$ cat src/rtl/conv2_window_ctrl.sv
// Window sequencer for the conv-2 sliding-window line buffer.
// Counts raster pixels, drives the buffer shift-enable, flags legal 3x3 windows.
module conv2_window_ctrl #(
    parameter int FEATURE_MAP_SIZE = 14,
    parameter int KERNEL_SIZE      = 3,
    parameter int CNT_W            = 4
) (
    input  logic             clk,
    input  logic             rst_n,
    input  logic             start,
    input  logic             abort,
    input  logic             in_valid,
    output logic             in_ready,
    output logic             buf_en,
    output logic             win_valid,
    input  logic             win_ready,
    output logic [CNT_W-1:0] win_row,
    output logic [CNT_W-1:0] win_col,
    output logic             busy,
    output logic             frame_done
);

    localparam logic [CNT_W-1:0] LAST = CNT_W'(FEATURE_MAP_SIZE - 1);
    localparam logic [CNT_W-1:0] KM1  = CNT_W'(KERNEL_SIZE - 1);

    typedef enum logic [1:0] {
        IDLE,
        RUN,
        DRAIN,
        DONE
    } state_t;

    state_t           state;
    logic [CNT_W-1:0] row;
    logic [CNT_W-1:0] col;
    logic             win_hit;
    logic             last_pix;

    // A held window blocks the shift so taps and coordinates stay stable.
    assign in_ready = (state == RUN) && (!win_valid || win_ready);
    assign buf_en   = in_valid && in_ready;
    assign win_hit  = buf_en && (row >= KM1) && (col >= KM1);
    assign last_pix = buf_en && (row == LAST) && (col == LAST);

    always_ff @(posedge clk or negedge rst_n) begin
        if (!rst_n) begin
            state      <= IDLE;
            row        <= '0;
            col        <= '0;
            win_valid  <= 1'b0;
            win_row    <= '0;
            win_col    <= '0;
            busy       <= 1'b0;
            frame_done <= 1'b0;
        end else if (abort) begin
            state      <= IDLE;
            row        <= '0;
            col        <= '0;
            win_valid  <= 1'b0;
            busy       <= 1'b0;
            frame_done <= 1'b0;
        end else begin
            frame_done <= 1'b0;
            if (win_hit) begin
                win_valid <= 1'b1;
                win_row   <= row - KM1;
                win_col   <= col - KM1;
            end else if (win_ready) begin
                win_valid <= 1'b0;
            end
            case (state)
                IDLE: begin
                    if (start) begin
                        state <= RUN;
                        row   <= '0;
                        col   <= '0;
                        busy  <= 1'b1;
                    end
                end
                RUN: begin
                    if (last_pix) begin
                        state <= DRAIN;
                        row   <= '0;
                        col   <= '0;
                    end else if (buf_en) begin
                        if (col == LAST) begin
                            col <= '0;
                            row <= row + 1'b1;
                        end else begin
                            col <= col + 1'b1;
                        end
                    end
                end
                DRAIN: begin
                    if (!win_valid || win_ready) begin
                        state      <= DONE;
                        busy       <= 1'b0;
                        frame_done <= 1'b1;
                    end
                end
                DONE: begin
                    state <= IDLE;
                end
                default: begin
                    state <= IDLE;
                    busy  <= 1'b0;
                end
            endcase
        end
    end

endmodule

$ cat config.mk
export PLATFORM = sky130hd
export DESIGN_NAME = conv2_window_ctrl
export DESIGN_NICKNAME = d
export VERILOG_FILES = /design/src/rtl/conv2_window_ctrl.sv
export SDC_FILE = /design/constraint.sdc
export NUM_CORES = 1
export LEC_CHECK = 0
export CORE_ASPECT_RATIO = 0.9
export CORE_MARGIN = 5
export CORE_UTILIZATION = 54
export CTS_BUF_LIST = sky130_fd_sc_hd__clkbuf_8
export CTS_CLUSTER_DIAMETER = 50
export DETAILED_ROUTE_END_ITERATION = 12
export PLACE_DENSITY_LB_ADDON = 0.12
export SYNTH_ARGS = -nofsm -noshare
export SYNTH_HDL_FRONTEND = slang
export SYNTH_SLANG_ARGS = --single-unit
export TNS_END_PERCENT = 5
$ cat constraint.sdc
create_clock -name clk -period 2.5 [get_ports clk]
set_clock_uncertainty 0.1 [all_clocks]
set_input_delay 0.25 -clock clk [delete_from_list [all_inputs] [get_ports clk]]
set_output_delay 0.25 -clock clk [all_outputs]
set_load 0.1 [all_outputs]
# ---- Word-level counts from Yosys, hierarchy flattened
# Cells that the tools add are included.
dict set report totals {
  elab_cells 68
  register_bits 21
  input_bits 6
}
dict set report op_classes {
  n_mux 26
  n_bitwise 1
  addsub 4
  order_cmp 2
  n_reduce_logical 17
  eq_ne 10
}
# operator n
set op_table {}
lappend op_table {{4-bit 2-to-1 mux} 9}
lappend op_table {{4-bit one-hot mux with 2 select lines} 2}
lappend op_table {{1-bit 2-to-1 mux} 9}
lappend op_table {{3-bit inequality test, second input constant} 3}
lappend op_table {{3-bit AND reduction} 3}
lappend op_table {{3-bit nonzero test} 3}
lappend op_table {{4-bit by 1-bit adder with 4-bit output, second input constant} 2}
lappend op_table {{4-bit equality test, second input constant} 2}
lappend op_table {{4-bit by 2-bit greater-or-equal comparator with 1-bit output, second input constant} 2}
lappend op_table {{2-bit 2-to-1 mux} 4}
lappend op_table {{2-bit one-hot mux with 4 select lines} 1}
lappend op_table {{4-bit by 2-bit subtractor with 4-bit output, second input constant} 2}
lappend op_table {{1-bit logical AND} 6}
lappend op_table {{2-bit equality test, second input constant} 2}
lappend op_table {{4-bit by 3-bit inequality test with 1-bit output, second input constant} 1}
lappend op_table {{4-bit inequality test, second input constant} 1}
lappend op_table {{4-bit AND reduction} 1}
lappend op_table {{2-bit by 1-bit equality test with 1-bit output, second input constant} 1}
lappend op_table {{2-bit logical NOT} 1}
lappend op_table {{1-bit one-hot mux with 2 select lines} 1}
lappend op_table {{2-bit AND reduction} 1}
lappend op_table {{1-bit logical NOT} 1}
lappend op_table {{1-bit logical OR} 1}
lappend op_table {{1-bit inverter} 1}

# ---- Logic depth before layout (Yosys ltp)
# Gate-level depths: netlist of the first run.
dict set report logic_depth {
  word_depth 9
  depth_mapped 8
  depth_no_buf 7
}

# ---- Worst setup path after synthesis of the first run
# No wires, ideal clock.
dict set report synth_timing {
  path_kind {reg-to-reg}
  from {register win_valid}
  to {register win_row[3]}
  required_ns 2.267
  n_path_buf 1
  t_arrival_ns 3.217
  path_slack_ns -0.950
  setup_time_ns 0.133
  stages_incl_launch_ff 7
  path_cell_list {dfrtp_1 -> nor2b_1 -> nor2_1 -> nand2_1 -> clkbuf_1 -> nand2_1 -> o21ai_0}
}
dict set report synth_between {
  elab_chain_len 7
}
# item line
set synth_rtl {}
lappend synth_rtl {{start: declaration} 15} ;# output logic win_valid,
lappend synth_rtl {{start signal: assignment} 50} ;# win_valid <= 1'b0;
lappend synth_rtl {{start signal: assignment} 59} ;# win_valid <= 1'b0;
lappend synth_rtl {{start signal: assignment} 65} ;# win_valid <= 1'b1;
lappend synth_rtl {{1-bit logical NOT} 40} ;# assign in_ready = (state == RUN) && (!win_valid || win_ready);
lappend synth_rtl {{1-bit logical OR} 40}
lappend synth_rtl {{1-bit logical AND} 40}
lappend synth_rtl {{1-bit logical AND} 41} ;# assign buf_en = in_valid && in_ready;
lappend synth_rtl {{named net buf_en} 14} ;# output logic buf_en,
lappend synth_rtl {{1-bit logical AND (2 in series)} 42} ;# assign win_hit = buf_en && (row >= KM1) && (col >= KM1);
lappend synth_rtl {{2-bit AND reduction (no source line)} --}
lappend synth_rtl {{end signal: assignment} 66} ;# win_row <= row - KM1;
lappend synth_rtl {{end: declaration} 17} ;# output logic [CNT_W-1:0] win_row,
# The timed path passes the listed nets, and every way through them passes these cells.
# A chain may end at the register's enable or synchronous reset.

# ---- Worst setup path in the final report of the first run
dict set report layout_timing {
  from {register state[1]}
  to {register state[0]}
}
dict set report layout_between {
  elab_chain_len 7
  elab_cells_between_ends 14
}
# item line
set layout_rtl {}
lappend layout_rtl {{start: declaration} 33} ;# state_t state;
lappend layout_rtl {{start signal: assignment} 47} ;# state <= IDLE;
lappend layout_rtl {{start signal: assignment} 56} ;# state <= IDLE;
lappend layout_rtl {{start signal: assignment} 74} ;# state <= RUN;
lappend layout_rtl {{2-bit by 1-bit equality test with 1-bit output} {40, 71}}
lappend layout_rtl {{1-bit logical AND} 40}
lappend layout_rtl {{1-bit logical AND} 41}
lappend layout_rtl {{1-bit logical AND (2 in series)} 43} ;# assign last_pix = buf_en && (row == LAST) && (col == LAST);
lappend layout_rtl {{3-bit inequality test (no source line)} --}
lappend layout_rtl {{3-bit AND reduction (no source line)} --}
# Several ways; a longest one is shown, not always the timed one.

==> flow_summary.json, run 1 <==
{
  "yosysTopAreaCellShare_pct": 44.8,
  "holdCritPathClass": "input pin to async pin",
  "grt_antenna_before_repair": 0,
  "antenna_cells": 0,
  "p_leak_nw": 0.676,
  "ctsResizeCount": 0,
  "top_layer": "met4",
  "top_level_ports": 19,
  "synth_cells": 119,
  "grt_pass1_wl_um": 4220,
  "synth-main-ff-cell": "dfrtp_1",
  "synth_seq_cells": 21,
  "drive_above_1_share_pct": 18.3,
  "grt_overflow_total": 0,
  "timing.slew.headroom_pct": 69.9,
  "place_congestion": 0.812,
  "ir_drop_mv": 0.599,
  "p_per_area_nw_per_um2": 787,
  "synth.top_cells.by_count": "dfrtp_1 (21), nand2_1 (21), o21ai_0 (15)",
  "place_area_um2": 1400,
  "maxSlewViolCount": 0,
  "final_core_util_pct": 68.1,
  "cts_setup_buffers": 0,
  "post-synth-top-area-cell": "dfrtp_1",
  "htree_levels": 1,
  "grt_pass1_vias": 923,
  "dr_wl_met3_um": 71,
  "antenna_left": 0,
  "place_inst": 165,
  "fill_cells": 187,
  "portBuffers": 18,
  "cts_tree": "done",
  "critical_path_class": "flip-flop to flip-flop",
  "wl_met2_um": 1210,
  "r2r-end": "state[0]$_DFFE_PN0P_",
  "reg2reg_depth": 7,
  "drv_cap": 0,
  "drc_errors": 0,
  "synth_area_um2": 1170,
  "regToRegSetupSlack_ps": 420,
  "min_period_ps": 2080,
  "synth_warnings": 0,
  "finalSetupViolCount": 0,
  "start_util_pct": 55.2,
  "drt-pass1-iter-count": 2,
  "holdWs_ps": 237,
  "die_area_um2": 3200,
  "cp.arrival_ps": 2130,
  "tightest_slew_ps": 450,
  "die_w_um": 59.1,
  "cts_made_buffers": 3,
  "rsz0062_at_grt": "no",
  "post_drt_via_cell_ratio": 5.51,
  "area_delta_synth_final_pct": 23.3,
  "tns_ps": 0,
  "first_iter_violations": 16,
  "synth_edf_count": 0,
  "rows": 16,
  "outcome": "completed",
  "grt_max_degree": 22,
  "wl_per_cell_um": 14.4,
  "worstSkewPairLatency_ps": 260,
  "synthTopCellsByArea": "dfrtp_1 (45%), ha_1 (11%), nand2_1 (6.7%), o21ai_0 (6.4%), inv_1 (3.5%)",
  "fin_crit_sh_pct": 83.2,
  "met1_length_um": 1130,
  "path_clk_slew_ps": 80,
  "async_reset_ff_share_pct": 100,
  "postCtsHoldBufs": 0,
  "core_area_um2": 2120,
  "crit_path_max_fanout": 6,
  "final_area_um2": 1450,
  "avgSynthCellArea_um2": 9.85,
  "finalHoldViolCount": 0,
  "root_buffer": "clkbuf_8",
  "instances_no_fill": 169,
  "track_usage_pct": 18.0,
  "cts_max_path_buffers": 2,
  "wl_um": 2430,
  "endpoint_kind": "flip-flop",
  "cp-start-kind": "flip-flop",
  "vias": 932,
  "clock-sinks": 21,
  "ys_types": 35,
  "layout.nets": 159,
  "hpwl_um": 1860,
  "yosysSeqAreaShare_pct": 44.8,
  "cp.required_ps": 2550,
  "crit_start": "state[1]$_DFFE_PN0P_",
  "fmax_mhz": 481,
  "crit_end": "state[0]$_DFFE_PN0P_",
  "r2r-start": "state[1]$_DFFE_PN0P_",
  "synth.net_count": 135,
  "die_y_um": 54.2
}
routing by layer:
layer | up-vias | GRT usage (%)
met2 | 10 | 32.7
met1 | 454 | 21.8
met3 | 2 | 2.88
li1 | 466 | -
met4 | 0 | 5.66
met5 | - | 0
worst max-delay path, cell delays in order, from the launching register on:
cell	delay, ps
dfrtp_1	400
inv_1	80
ha_1	240
nand2_1	200
nor3b_4	300
a41oi_4	180
a21o_1	200
mux2_4	250
placed cells by master (no fill, tap or decap), types with 2 or more instances in the layout:
master	instances
nor3_1	3
xnor2_1	2
a21oi_1	2
o31ai_1	3
o22ai_1	2
buf_4	14
inv_1	12
nand2_1	21
nor2_1	3
dfrtp_1	21
o21ai_0	15
clkdlybuf4s50_1	5
nand2b_1	2
clkbuf_8	3
ha_1	10
buf_12	2
sequential cells by signal, indices dropped and copies added, names as in the netlist:
register	cells
busy	1
win_valid	1
win_col	4
row	4
state	2
col	4
win_row	4
frame_done	1
worst min path at each step:
stage,endpoint,slack [ps]
CTS,col[2]$_DFFE_PN0P_,260
floorplan,busy$_DFFE_PN0P_,-150
detailed placement,win_row[0]$_DFFE_PN0P_,370
global placement,win_row[1]$_DFFE_PN0P_,360
global route,col[2]$_DFFE_PN0P_,270
finish,col[2]$_DFFE_PN0P_,240
where the power goes:
group,switching [W],internal (W)
clock network,0.000111,0.000109
registers,0.0000367,0.000372
logic,0.000334,0.000174
total,0.000481,0.000656
kinds of logic after synthesis:
kind of cell | count (synthesis) | synth area share, %
AOI/OAI and AO/OA | 30 | 18.4
xor gates and xnor gates | 2 | 1.49
adders and majority gates | 10 | 10.7
buffers and inverters | 13 | 4.27
DFF | 21 | 44.8
muxes | 3 | 3.09
and+or+nand+nor | 40 | 17.3
stage by stage:
step	setup WS [ps]	power, W
3_5_place_dp	442	0.000926
3_3_place_gp	493	0.000912
4_1_cts	417	0.00114
6_report	421	0.00114
2_1_floorplan	23.9	0.000783
5_1_grt	267	0.00121
area by class of cell:
type / instances / area [um^2] / share of cell area (%)
tap: 27 / 33.8 / 2.34
multi-input combinational: 85 / 604 / 41.8
clock buffer: 3 / 41.3 / 2.86
inverter: 11 / 41.3 / 2.86
sequential: 21 / 526 / 36.4
timing repair buffer: 21 / 195 / 13.5
clock inverter: 1 / 3.75 / 0.260
Power figures use the tool's default switching activity.
==> inputs of run 2 (changes only) <==
- CORE_UTILIZATION: 54 -> 49
- clock period: 2.5 -> 1.8 ns (I/O delays scaled with it)
==> run 2 against run 1 <==
The run now ends with setup timing left. Sequential power rose by 38%. Largest cell class unchanged. Combinational power rose by 100%. Core utilization rose by 9.8 points. Power rose by 66%. Via count rose by 10%. Clock power rose by 40%. Sequential share of layout area fell by 5.8 points. Global-route usage fell by 1.3 points. First-iteration DRC count rose to 3.1 times the previous value. Critical path type unchanged. Sequential cell count did not move. Maximum frequency rose by 14%.
==> flow_summary.json, run 2 (same netlist as run 1, synthesis figures left out) <==
{
  "pre_cts_slack_ps": -101,
  "tightest_slew_ps": 401,
  "place_inst": 184,
  "crit_buf_inv": 0,
  "vias": 1028,
  "p_per_area_nw_per_um2": 1090,
  "cp_cell_sequence": "and4b_1 > nor3b_4 > a41oi_4 > a21o_1 > mux2_4",
  "worst-path-stages": 5,
  "outcome": "finished, violations left",
  "clock-sinks": 21,
  "maxSlewViolCount": 0,
  "portBuffers": 18,
  "min_period_ps": 1830,
  "crit_start": "col[1]$_DFFE_PN0P_",
  "hpwl_um": 2000,
  "crit_path_max_fanout": 4,
  "r2r-start": "col[1]$_DFFE_PN0P_",
  "first_iter_violations": 50,
  "cp_slowest_cell": "dfrtp_1",
  "grt_pass1_wl_um": 4400,
  "holdCritPathClass": "input pin to async pin",
  "wl_per_cell_um": 14.5,
  "final_cell_mix": "buf_4 (35), dfrtp_1 (20), nand2_1 (17), o21ai_0 (11), inv_1 (9)",
  "area_delta_synth_final_pct": 47.7,
  "finalPower_w": 0.00189,
  "top_level_ports": 19,
  "finalSetupViolCount": 2,
  "drive_above_1_share_pct": 40.4,
  "worstSkewPairLatency_ps": 260,
  "htree_levels": 1,
  "die_w_um": 61.6,
  "critPathTopFamily": "simple AND/OR/NAND/NOR gates",
  "drv_cap": 0,
  "instances_no_fill": 193,
  "rsz0062_at_grt": "yes",
  "core_area_um2": 2220,
  "critical_path_class": "flip-flop to flip-flop",
  "p_leak_nw": 0.834,
  "cp.required_ps": 1850,
  "antenna_left": 0,
  "die_y_um": 56.4,
  "cts_max_path_buffers": 2,
  "die_area_um2": 3470,
  "cts_tree": "done",
  "finalWorstSetupSlack_ps": -31.5,
  "grt_overflow_total": 0,
  "endpoint_kind": "flip-flop",
  "root_buffer": "clkbuf_8",
  "cts_made_buffers": 3,
  "rows": 16,
  "drt-pass1-iter-count": 4,
  "fmax_mhz": 546,
  "cpPeakStageDelay_ps": 390,
  "grt_pass1_vias": 999,
  "track_usage_pct": 16.7,
  "fin_crit_sh_pct": 102,
  "drc_errors": 0,
  "final_common_cell": "buf_4",
  "start_util_pct": 52.8,
  "final_area_um2": 1730,
  "wl_um": 2810,
  "violations": "setup timing",
  "reg2reg_depth": 5,
  "place_congestion": 0.739,
  "grt_max_degree": 22,
  "final_core_util_pct": 77.9,
  "path_clk_slew_ps": 80,
  "ir_drop_mv": 1.19,
  "layout.nets": 183,
  "place_area_um2": 1590,
  "finalHoldViolCount": 0,
  "cp.arrival_ps": 1880,
  "cp-start-kind": "flip-flop",
  "grt_antenna_before_repair": 0,
  "timing.slew.headroom_pct": 73.3,
  "post_drt_via_cell_ratio": 5.33,
  "antenna_cells": 0
}
## run 2: cell types whose count changed in the layout (fill, tap and decap cells not counted), moves of 3 or more
cell / change
o21ai_0: -4
nand2_1: -4
o21ai_1: +4
buf_4: +21
inv_1: -3
## run 2: area by class of cell
| class | count | area [um^2] |
|---|---|---|
| Inverter | 11 | 41.3 |
| Timing Repair Buffer | 45 | 404 |
| Multi-Input combinational cell | 85 | 677 |
| Clock inverter | 1 | 5.00 |
| Clock buffer | 3 | 41.3 |
| Sequential cell | 21 | 529 |
| Fill cell | 156 | 490 |
| Tap cell | 27 | 33.8 |
## run 2: routing by layer
metal	track usage [%]	wire, um
met5	0	0
met3	4.59	114
met2	25.9	1410
met1	21.9	1260
met4	5.45	23
## run 2: what timing repair did
action,CTS,global route
buffers inserted,2,3
gates resized for setup,8,7
pin swaps,1,6
hold buffers,0,0
endpoints found under the setup margin,7,9
## run 2: per-stage QoR
step,hold slack [ps],TNS [ps]
2_1_floorplan,-216,-2060
4_1_cts,169,-71.9
3_5_place_dp,375,-397
5_1_grt,178,-467
6_report,160,-49.3
3_3_place_gp,367,-70.0
## run 2: final timing paths
kind | to | slack [ps]
max | state[0]$_DFFE_PN0P_ | -30
min | col[0]$_DFFE_PN0P_ | 160
max reg2reg | state[0]$_DFFE_PN0P_ | -30
min reg2reg | win_row[3]$_DFFE_PN0P_ | 390
max in group asynchronous | win_valid$_DFFE_PN0P_ | 1200
min in group clk | win_row[3]$_DFFE_PN0P_ | 390
## run 2: where the power goes
part / switching [W] / internal (W)
Sequential: 0.0000467 / 0.000517
Clock: 0.000154 / 0.000154
Combinational: 0.000563 / 0.000454
Total: 0.000764 / 0.00113
